$ cat src/rtl/vpu_issue_ctrl.sv
// Per-request issue sequencer for the VPU: pops one decoded request, starts
// operand fetch on the selected SRAM read ports, issues to the fixed-latency
// execute pipe, waits for write-back, then clears the ports. Single request
// in flight; timeouts, abort and a completed-op counter are included.
module vpu_issue_ctrl #(
  parameter int SRC_PORT_CNT   = 3,
  parameter int OPCODE_WIDTH   = 5,
  parameter int EXEC_LATENCY   = 4,
  parameter int TIMEOUT_CYCLES = 1024,
  parameter int CNT_WIDTH      = 16
) (
  input  logic                    clk,
  input  logic                    rst,
  input  logic                    req_empty_i,
  input  logic [OPCODE_WIDTH-1:0] req_opcode_i,
  input  logic [SRC_PORT_CNT-1:0] req_src_mask_i,
  output logic                    req_rden_o,
  output logic                    src_start_o,
  output logic [SRC_PORT_CNT-1:0] src_mask_o,
  input  logic [SRC_PORT_CNT-1:0] opget_done_i,
  output logic [SRC_PORT_CNT-1:0] operand_rden_o,
  output logic                    exec_valid_o,
  output logic [OPCODE_WIDTH-1:0] exec_opcode_o,
  output logic                    wb_wren_o,
  input  logic                    wb_done_i,
  output logic                    reset_cmd_o,
  input  logic                    abort_i,
  input  logic                    err_clr_i,
  output logic                    busy_o,
  output logic                    err_o,
  output logic [1:0]              err_code_o,
  output logic [CNT_WIDTH-1:0]    done_cnt_o
);

  // Timer only has to reach TIMEOUT_CYCLES-1; a zero limit disables it.
  localparam int TMR_W = (TIMEOUT_CYCLES > 1) ? $clog2(TIMEOUT_CYCLES) : 1;
  localparam int LAT_W = $clog2(EXEC_LATENCY + 1);
  localparam logic [TMR_W-1:0] TMR_LAST =
    TMR_W'((TIMEOUT_CYCLES > 0) ? TIMEOUT_CYCLES - 1 : 0);
  // Latency count value in the cycle just before write-back enable.
  localparam logic [LAT_W-1:0] LAT_LAST = LAT_W'(EXEC_LATENCY - 1);

  localparam logic [1:0] ERR_FETCH = 2'd1;
  localparam logic [1:0] ERR_WB    = 2'd2;

  typedef enum logic [2:0] {
    IDLE  = 3'd0,
    FETCH = 3'd1,
    ISSUE = 3'd2,
    EXEC  = 3'd3,
    WB    = 3'd4,
    CLEAR = 3'd5
  } state_t;

  state_t                  state_q, state_d;
  logic [SRC_PORT_CNT-1:0] done_sticky_q;
  logic [TMR_W-1:0]        tmr_q;
  logic [LAT_W-1:0]        lat_cnt_q;

  logic                    pop;
  logic                    fetch_complete;
  logic                    tmo_exp;
  logic                    tmo_fire;
  logic [1:0]              tmo_code;
  logic                    cnt_inc;
  logic                    wren_d;

  // Decoder-queue pop is combinational so the head entry is taken this cycle.
  assign pop        = (state_q == IDLE) && !req_empty_i;
  assign req_rden_o = pop && !rst;

  // A done pulse in the same cycle as the last missing port still completes.
  assign fetch_complete =
    ((done_sticky_q | (opget_done_i & src_mask_o)) == src_mask_o);
  assign tmo_exp = (TIMEOUT_CYCLES != 0) && (tmr_q == TMR_LAST);

  // Next-state logic; abort beats completion, completion beats timeout.
  always_comb begin
    state_d  = state_q;
    tmo_fire = 1'b0;
    tmo_code = 2'd0;
    cnt_inc  = 1'b0;
    wren_d   = 1'b0;
    case (state_q)
      IDLE: begin
        if (!req_empty_i) begin
          state_d = (req_src_mask_i == '0) ? ISSUE : FETCH;
        end
      end
      FETCH: begin
        if (abort_i) begin
          state_d = CLEAR;
        end else if (fetch_complete) begin
          state_d = ISSUE;
        end else if (tmo_exp) begin
          state_d  = CLEAR;
          tmo_fire = 1'b1;
          tmo_code = ERR_FETCH;
        end
      end
      ISSUE: begin
        wren_d  = (EXEC_LATENCY == 1) && !abort_i;
        state_d = abort_i ? CLEAR : EXEC;
      end
      EXEC: begin
        if (abort_i) begin
          state_d = CLEAR;
        end else begin
          wren_d = (lat_cnt_q == LAT_LAST);
          if (wb_wren_o) begin
            state_d = WB;
          end
        end
      end
      WB: begin
        if (abort_i) begin
          state_d = CLEAR;
        end else if (wb_done_i) begin
          state_d = CLEAR;
          cnt_inc = 1'b1;
        end else if (tmo_exp) begin
          state_d  = CLEAR;
          tmo_fire = 1'b1;
          tmo_code = ERR_WB;
        end
      end
      CLEAR: begin
        state_d = IDLE;
      end
      default: begin
        state_d = IDLE;
      end
    endcase
  end

  // State register and registered one-cycle strobes derived from transitions.
  always_ff @(posedge clk or posedge rst) begin
    if (rst) begin
      state_q        <= IDLE;
      busy_o         <= 1'b0;
      src_start_o    <= 1'b0;
      operand_rden_o <= '0;
      exec_valid_o   <= 1'b0;
      wb_wren_o      <= 1'b0;
      reset_cmd_o    <= 1'b0;
    end else begin
      state_q        <= state_d;
      busy_o         <= (state_d != IDLE);
      src_start_o    <= (state_q == IDLE) && (state_d == FETCH);
      operand_rden_o <= ((state_q == FETCH) && (state_d == ISSUE)) ? src_mask_o : '0;
      exec_valid_o   <= (state_d == ISSUE);
      wb_wren_o      <= wren_d;
      reset_cmd_o    <= (state_d == CLEAR);
    end
  end

  // Request fields latched at pop; the mask is dropped once the port clear ends.
  always_ff @(posedge clk or posedge rst) begin
    if (rst) begin
      src_mask_o    <= '0;
      exec_opcode_o <= '0;
    end else if (pop) begin
      src_mask_o    <= req_src_mask_i;
      exec_opcode_o <= req_opcode_i;
    end else if (state_q == CLEAR) begin
      src_mask_o    <= '0;
    end
  end

  // Sticky per-port fetch-done tracking, masked to the ports in use.
  always_ff @(posedge clk or posedge rst) begin
    if (rst) begin
      done_sticky_q <= '0;
    end else if (state_q == FETCH) begin
      done_sticky_q <= done_sticky_q | (opget_done_i & src_mask_o);
    end else begin
      done_sticky_q <= '0;
    end
  end

  // Wait timer restarts on every state change, so it is zero on FETCH/WB entry.
  always_ff @(posedge clk or posedge rst) begin
    if (rst) begin
      tmr_q <= '0;
    end else if (state_d != state_q) begin
      tmr_q <= '0;
    end else if ((state_q == FETCH) || (state_q == WB)) begin
      tmr_q <= tmr_q + 1'b1;
    end
  end

  // Cycles elapsed since the issue cycle, used to place the write-back enable.
  always_ff @(posedge clk or posedge rst) begin
    if (rst) begin
      lat_cnt_q <= '0;
    end else if (state_q == ISSUE) begin
      lat_cnt_q <= LAT_W'(1);
    end else if (state_q == EXEC) begin
      lat_cnt_q <= lat_cnt_q + 1'b1;
    end
  end

  // Sticky error flag; a timeout in the same cycle outranks a clear request.
  always_ff @(posedge clk or posedge rst) begin
    if (rst) begin
      err_o      <= 1'b0;
      err_code_o <= 2'd0;
    end else if (tmo_fire) begin
      err_o <= 1'b1;
      if (err_code_o == 2'd0) begin
        err_code_o <= tmo_code;
      end
    end else if (err_clr_i) begin
      err_o      <= 1'b0;
      err_code_o <= 2'd0;
    end
  end

  // Completed-request counter, wraps naturally at all-ones.
  always_ff @(posedge clk or posedge rst) begin
    if (rst) begin
      done_cnt_o <= '0;
    end else if (cnt_inc) begin
      done_cnt_o <= done_cnt_o + 1'b1;
    end
  end

endmodule

$ cat config.mk
export PLATFORM = sky130hd
export DESIGN_NAME = vpu_issue_ctrl
export DESIGN_NICKNAME = d
export VERILOG_FILES = /design/src/rtl/vpu_issue_ctrl.sv
export SDC_FILE = /design/constraint.sdc
export NUM_CORES = 1
export LEC_CHECK = 0
export CORE_MARGIN = 5
export CORE_UTILIZATION = 35
export CTS_CLUSTER_SIZE = 8
export DETAILED_ROUTE_END_ITERATION = 12
export PLACE_DENSITY = 0.58
export SLEW_MARGIN = 20
export SYNTH_ARGS = -nofsm -noshare
export SYNTH_HDL_FRONTEND = slang
export SYNTH_SLANG_ARGS = --single-unit
$ cat constraint.sdc
create_clock -name clk -period 7.49 [get_ports clk]
set_input_delay 2.247 -clock clk [delete_from_list [all_inputs] [get_ports clk]]
set_output_delay 2.247 -clock clk [all_outputs]
set_load 0.05 [all_outputs]
# Word-level counts from Yosys, hierarchy flattened
# Cells that the tools add are included.
# op_classes
addsub,3
multipliers,0
div_mod_pow,0
order_cmp,0
n_eq_ne,13
shifts,0
mux,42
bitwise,2
reduce_logical,16
# op_table
op,n
3-bit two-way mux,15
10-bit two-way mux,2
16-bit by 1-bit adder with 16-bit output (second input constant),1
1-bit two-way mux,15
3-bit one-hot mux with 5 select lines,1
2-bit two-way mux,7
3-bit by 2-bit equality test with 1-bit output (second input constant),4
10-bit by 1-bit adder with 10-bit output (second input constant),1
10-bit equality test (second input constant),1
3-bit equality test (second input constant),3
2-bit nonzero test,4
3-bit by 1-bit equality test with 1-bit output (second input constant),2
3-bit zero test,2
1-bit logical AND,4
2-bit one-hot mux with 2 select lines,1
3-bit by 1-bit adder with 3-bit output (second input constant),1
3-bit AND,1
3-bit equality test,1
3-bit inequality test,1
3-bit bitwise OR,1
3-bit nonzero test,1
1-bit zero test,2
2-bit zero test,1
2-bit by 1-bit inequality test with 1-bit output (second input constant),1
3 further kinds,3
# word_totals
regBits,54
latch_bits,0
ramBits,0
rom_bits,0
in_bits,17
out_inout_bits,36
elab_cells,91
memories,0

# Depth between registers and ports, before layout
# depth
ltp_word,9
depth_mapped,7
depth_no_buf,6

# Worst setup path after synthesis
# OpenSTA, ideal clock, no wires.
# synth_path
path_kind,input to output
from,input port rst
to,output port req_rden_o
t_arrival_ns,3.959
required_ns,5.243
path_slack_ns,1.284
stages,2
path_buffers,0
path_cell_list,inv_1 -> and2_1
# synth_between
elab_chain_cells,2
# synth_rtl
element,line_no,text
"start, declared",13,"input logic rst,"
1-bit zero test (no line),--,
1-bit logical AND,70,assign req_rden_o = pop && !rst;
"end, declared",17,"output logic req_rden_o,"
# Every way passes these cells.

# Worst setup path after layout
# layout_path
from,input port req_empty_i
to,output port req_rden_o
# layout_between
elab_chain_cells,3
# layout_rtl
element,line_no,text
"start, declared",14,"input logic req_empty_i,"
1-bit zero test,--,
1-bit logical AND,69,assign pop = (state_q == IDLE) && !req_empty_i;
1-bit logical AND,70,
# Every way passes these cells.

==> results.sh <==
export IMPL_slew_violations=0
export IMPL_synthToLayoutAreaGrowth_pct=27.2
export IMPL_min_to="done_cnt_o[15]"
export IMPL_cts_tree="done"
export IMPL_crit_type="input pin to primary output"
export IMPL_status="complete, no violations"
export IMPL_ant_nets=0
export IMPL_start_util=0.359
export IMPL_cpLargestDelayFamily="buffers and inverters"
export IMPL_period_needed_ns=6.25
export IMPL_ctsRootBufferMaster="clkbuf_8"
export IMPL_ys_warnings_count=0
export IMPL_endpoint_kind="primary output"
export IMPL_clock_latency_ns=0.31
export IMPL_p_leak_nw=1.39
export IMPL_worst_clock_skew_ns=0.00495
export IMPL_rsz0062_at_grt="no"
export IMPL_htree_levels=2
export IMPL_hold_violations=0
export IMPL_cts_sinks=54
export IMPL_synth_area_um2=2610
export IMPL_p_sw_frac=0.448
export IMPL_setup_viol=0
export IMPL_vdd_ir_drop_max_uv=203
export IMPL_wl_met1_mm=2.50
export IMPL_synth_edf_count=0
export IMPL_reg2reg_to="tmr_q[2]"
export IMPL_dr_wl_met2_mm=2.59
export IMPL_ys_seq_elements=54
export IMPL_p_int_w=0.000604
export IMPL_clk_pin_slew_ns=0.09
export IMPL_drv_cap=0
export IMPL_final_nets=318
export IMPL_hold_depth=1
export IMPL_fp_coreArea_um2=7250
export IMPL_max_stage_delay_ns=0.80
export IMPL_grt_use_total=0.130
export IMPL_synth_cell_type_count=48
export IMPL_wirelength_mm=5.52
export IMPL_drcViolationCount=0
export IMPL_drt_pre_antenna_iters=4
export IMPL_placed_area_um2=3240
export IMPL_hp_class="flop to flop"
export IMPL_layout_worst_path_cycle_share=0.834
export IMPL_crit_fanout=7
export IMPL_dp_hpwl_mm=3.94
export IMPL_cp_required_ns=5.24
export IMPL_slowest_stage="clkdlybuf4s50_1"
export IMPL_crit_buf_inv=3
export IMPL_start_kind="input pin"
export IMPL_syn_nets=263
export IMPL_p_total_w=0.00110
export IMPL_cts_inserted_buffers=5
export IMPL_route_met3_wl_um=358
export IMPL_overflow=0
export IMPL_reg2regPathDepth=6
export IMPL_io_pins=53
export IMPL_p_comb_frac=0.464
export IMPL_die_h_um=96.3
export IMPL_yosysSeqAreaShare=0.518
export IMPL_first_iter_violations=100
export IMPL_grt_first_pass_wirelength_mm=9.23
export IMPL_ctsResizeCount=0
export IMPL_worstPathCellList="clkdlybuf4s50_1, nor4_4, buf_4, and2_1, clkdlybuf4s50_1"
export IMPL_dieArea_um2=9270
export IMPL_worstMarginPinSlew_ns=0.690
export IMPL_grt_pass1_vias=1945
export IMPL_num_antenna_cells=0
export IMPL_r2r_start="state_q[0]"
export IMPL_cts_hold_buffers_added=0
export IMPL_synthArstFlopShare=1.00
export IMPL_ys_flop_type="dfrtp_1"
export IMPL_grt_max_degree=55
export IMPL_rrSetupSlack_ns=5.04
export IMPL_slew_limit_headroom=0.540
export IMPL_hp_start="done_cnt_o[15]"
export IMPL_gp_congestion=0.808
export IMPL_avgViaCountPerCell=4.88
export IMPL_vias=1933
export IMPL_clkPwrFrac=0.142
export IMPL_drive_above_1_share=0.114
export IMPL_postCtsSetupBuffers=0
export IMPL_core_rowCount=31
export IMPL_wl_per_cell_um=13.9
export IMPL_synthCells=242
export IMPL_max_freq_mhz=160
export IMPL_setup_tns_ns=0
export IMPL_powerDensity_nw_per_um2=330
export IMPL_grt_antenna_before_repair=0
export IMPL_port_buffers=52
export IMPL_critPathArrivalTime_ns=4.00
export IMPL_stdcell_area_um2=3320
export IMPL_die_width_um=96.3
export IMPL_cp_num_cells=5
export IMPL_p_switching_w=0.000491
export IMPL_crit_top_cell="clkdlybuf4s50_1"
export IMPL_pwr_share_seq=0.394
export IMPL_clockBufferDepth=2
export IMPL_syn_area_per_cell_um2=10.8
export IMPL_top_layer="met4"
-- logic make-up after synthesis --
group | Yosys count | synth area share
AND/OR/NAND/NOR | 97 | 0.214
XOR/XNOR | 24 | 0.0807
AO/OA/AOI/OAI | 40 | 0.109
multiplexers | 8 | 0.0341
buffers and inverters | 15 | 0.0240
adder cells (fa/ha/maj) | 4 | 0.0192
flip-flops | 54 | 0.518
-- worst max path at each step --
stage,slack [ns],startpoint,endpoint
finish,1.24,req_empty_i,req_rden_o
global route,1.16,req_empty_i,req_rden_o
CTS,1.22,req_empty_i,req_rden_o
detailed placement,1.23,req_empty_i,req_rden_o
global placement,1.24,req_empty_i,req_rden_o
floorplan,1.28,rst,req_rden_o
-- layout by cell type (no fill, tap or decap), types with 8 or more instances in the layout --
cell,Yosys,layout
nor2_1,16,16
xnor2_1,15,15
inv_1,9,8
a21oi_1,8,8
nor2_2,10,10
o21ai_0,10,10
dfrtp_1,54,54
xor2_1,9,9
nand3_1,8,8
clkdlybuf4s50_1,0,52
nand2_1,19,19
-- registers in the layout (all words and copies together), names as in the netlist --
signal and cells:
busy_o 1, exec_valid_o 1, wb_wren_o 1, err_o 1, lat_cnt_q 3, operand_rden_o 3
done_sticky_q 3, state_q 3, exec_opcode_o 5, reset_cmd_o 1, src_start_o 1, tmr_q 10
src_mask_o 3, done_cnt_o 16, err_code_o 2
-- area by class of cell --
type	count	area [um^2]
clock buffer	5	68.8
clock inverter	2	10.0
fill	712	3940
inverter	9	33.8
multi-input combinational	173	1190
sequential	54	1350
tap	99	124
timing repair buffer	54	536
-- stage by stage --
| step | cells | util | hold slack (ns) | worst slack (ns) |
|---|---|---|---|---|
| 5_1_grt | 396 | 0.457 | 0.510 | 1.16 |
| 4_1_cts | 396 | 0.457 | 0.487 | 1.22 |
| 6_report | 396 | 0.457 | 0.486 | 1.24 |
| 2_1_floorplan | 242 | - | 0.450 | 1.28 |
| 3_5_place_dp | 389 | 0.446 | 0.473 | 1.23 |
| 3_3_place_gp | 389 | 0.446 | 0.466 | 1.24 |
-- worst reg2reg max path, cell delays in order, from the launching register on --
cell       delay, ns
dfrtp_1         0.79
or4b_1          0.48
or4_1           0.45
o21ai_2         0.21
o31ai_2         0.11
o2111ai_4       0.22
nor2_2          0.08
-- synthesized netlist by cell type, types with 5 or more instances --
master,count,area share
nand4_1,7,0.017
xnor2_1,15,0.050
nor2_1,16,0.023
nand3_1,8,0.015
and3_1,5,0.012
o21ai_0,10,0.019
xor2_1,9,0.030
dfrtp_1,54,0.52
nand2_1,19,0.027
and2_1,5,0.012
mux2_2,7,0.030
nand2b_1,6,0.014
a21oi_1,8,0.015
nor2_2,10,0.024
inv_1,9,0.013
-- routing by layer --
metal | track usage | up-vias
met5 | 0 | -
met1 | 0.167 | 931
met2 | 0.203 | 44
li1 | - | 953
met4 | 0.0421 | 0
met3 | 0.0461 | 5
-- power groups by stage --
stage / combinational, W / sequential (W) / clock (W)
6_report: 0.000508 / 0.000432 / 0.000156
5_1_grt: 0.000555 / 0.000443 / 0.000174
4_1_cts: 0.000513 / 0.000432 / 0.000165
3_5_place_dp: 0.000511 / 0.000437 / 0
3_3_place_gp: 0.000506 / 0.000436 / 0
2_1_floorplan: 0.000273 / 0.000525 / 0
No activity file was read; power rests on OpenSTA's default activity.
==> RTL edit, RTL diff (config.mk and constraints unchanged) <==
Change the parameter `SRC_PORT_CNT` from 3 to 6.
--- a/src/rtl/vpu_issue_ctrl.sv
+++ b/src/rtl/vpu_issue_ctrl.sv
@@ -3,7 +3,7 @@
 // execute pipe, waits for write-back, then clears the ports. Single request
 // in flight; timeouts, abort and a completed-op counter are included.
 module vpu_issue_ctrl #(
-  parameter int SRC_PORT_CNT   = 3,
+  parameter int SRC_PORT_CNT   = 6,
   parameter int OPCODE_WIDTH   = 5,
   parameter int EXEC_LATENCY   = 4,
   parameter int TIMEOUT_CYCLES = 1024,
Ports: changed (resized operand_rden_o, opget_done_i, req_src_mask_i and src_mask_o); port bits go from 53 to 65. The function was not compared with the original's and may differ.
==> RTL edit against the unedited design <==
- maximum frequency is 0.37% lower
- setup slack worse by 23 ps
- die area increased by 13%
- routed wire length grew 19%
- design area rose by 17%
- sequential cell count grew 9
- total power grew 25%
- area after synthesis grew 15%
==> RTL edit: results <==
{
  "status": "finished clean",
  "synth_xor_area_share_pct": 7.02,
  "grt_first_pass_wirelength_um": 10900,
  "synthTopCellsByCount": "63 x dfrtp_1, 27 x nor2_1, 26 x nand2_1",
  "postSynthAreaPerCell_um2": 10.7,
  "rr_endpoint": "tmr_q[7]",
  "reg.largest.list": "done_cnt_o x16, tmr_q x10",
  "crit_end": "req_rden_o",
  "fin_worst_skew_ps": 10.0,
  "rrSetupSlack_ps": 4850,
  "hold_ws_ps": 473,
  "syn-num-nets": 306,
  "met3_length_um": 336,
  "power_frac_seq_pct": 36.8,
  "wl_per_cell_um": 14.5,
  "grt_pass1_vias": 2221,
  "fin_crit_ps": 6270,
  "globalplace.congestion": 0.764,
  "drtIter0Drc": 106,
  "worst_pin_slew_ps": 808,
  "place_ws_ps": 1210,
  "cts_buffers": 9,
  "swShare_pct": 43.0,
  "power.leakage_nw": 1.65,
  "track_usage_pct": 13.5,
  "synth_compound_area_share_pct": 11.2,
  "dpl.hpwl_um": 4630,
  "yosys.cell_types.count": 50,
  "clockBufferDepth": 2,
  "clk_latency_ps": 340,
  "seq_area_frac_synth_pct": 52.7,
  "via_per_inst": 5.00,
  "arrival_ps": 4020,
  "async_flop_share_pct": 100,
  "yosys-top-cells-area": "dfrtp_1 53%, xnor2_1 4.1%, nor2_1 3.4%, nand2_1 3.3%, xor2_1 2.9%",
  "pg_seq_w": 0.000505,
  "grt_max_degree": 64,
  "instances_no_fill": 453,
  "ir_drop_v": 0.000182,
  "muxShareOfSynthArea_pct": 2.97,
  "wl_met1_um": 2950,
  "cp_max_fo": 8,
  "dp_cells": 439,
  "drive_gt1_share_pct": 10.3,
  "wl_met2_um": 3130,
  "clk_pin_slew_ps": 70,
  "cts-root-buf": "clkbuf_8",
  "dr.pass1.iters": 6,
  "clockPowerShare_pct": 19.2
}
RTL edit: changes by cell type in the layout (fill, tap and decap cells not counted), moves of 4 or more:
cell and change:
nor3_1 +7, a22oi_1 +5, nand2_1 +7, or4_1 -4
and2_1 +4, dfrtp_1 +9, nor2_2 -10, nor2_1 +11
clkbuf_8 +6, clkdlybuf4s50_1 +12
RTL edit: cells by family after synthesis:
group,after synthesis
simple gates,113
fa+ha+maj,4
flops,63
xor+xnor,24
buf+inv,21
mux,8
compound gates,46
RTL edit: layout make-up:
cell class	instances	area [µm²]
Sequential cell	63	1580
Fill cell	795	4370
Clock buffer	11	151
Timing Repair Buffer	66	656
Multi-Input combinational cell	195	1320
Tap cell	105	131
Clock inverter	3	20.0
Inverter	10	37.5
RTL edit: per-layer routing:
layer	global-route usage [%]	up-vias
li1	-	1112
met1	17.8	1096
met2	21.0	44
met3	3.18	11
met4	6.56	0
met5	0	-
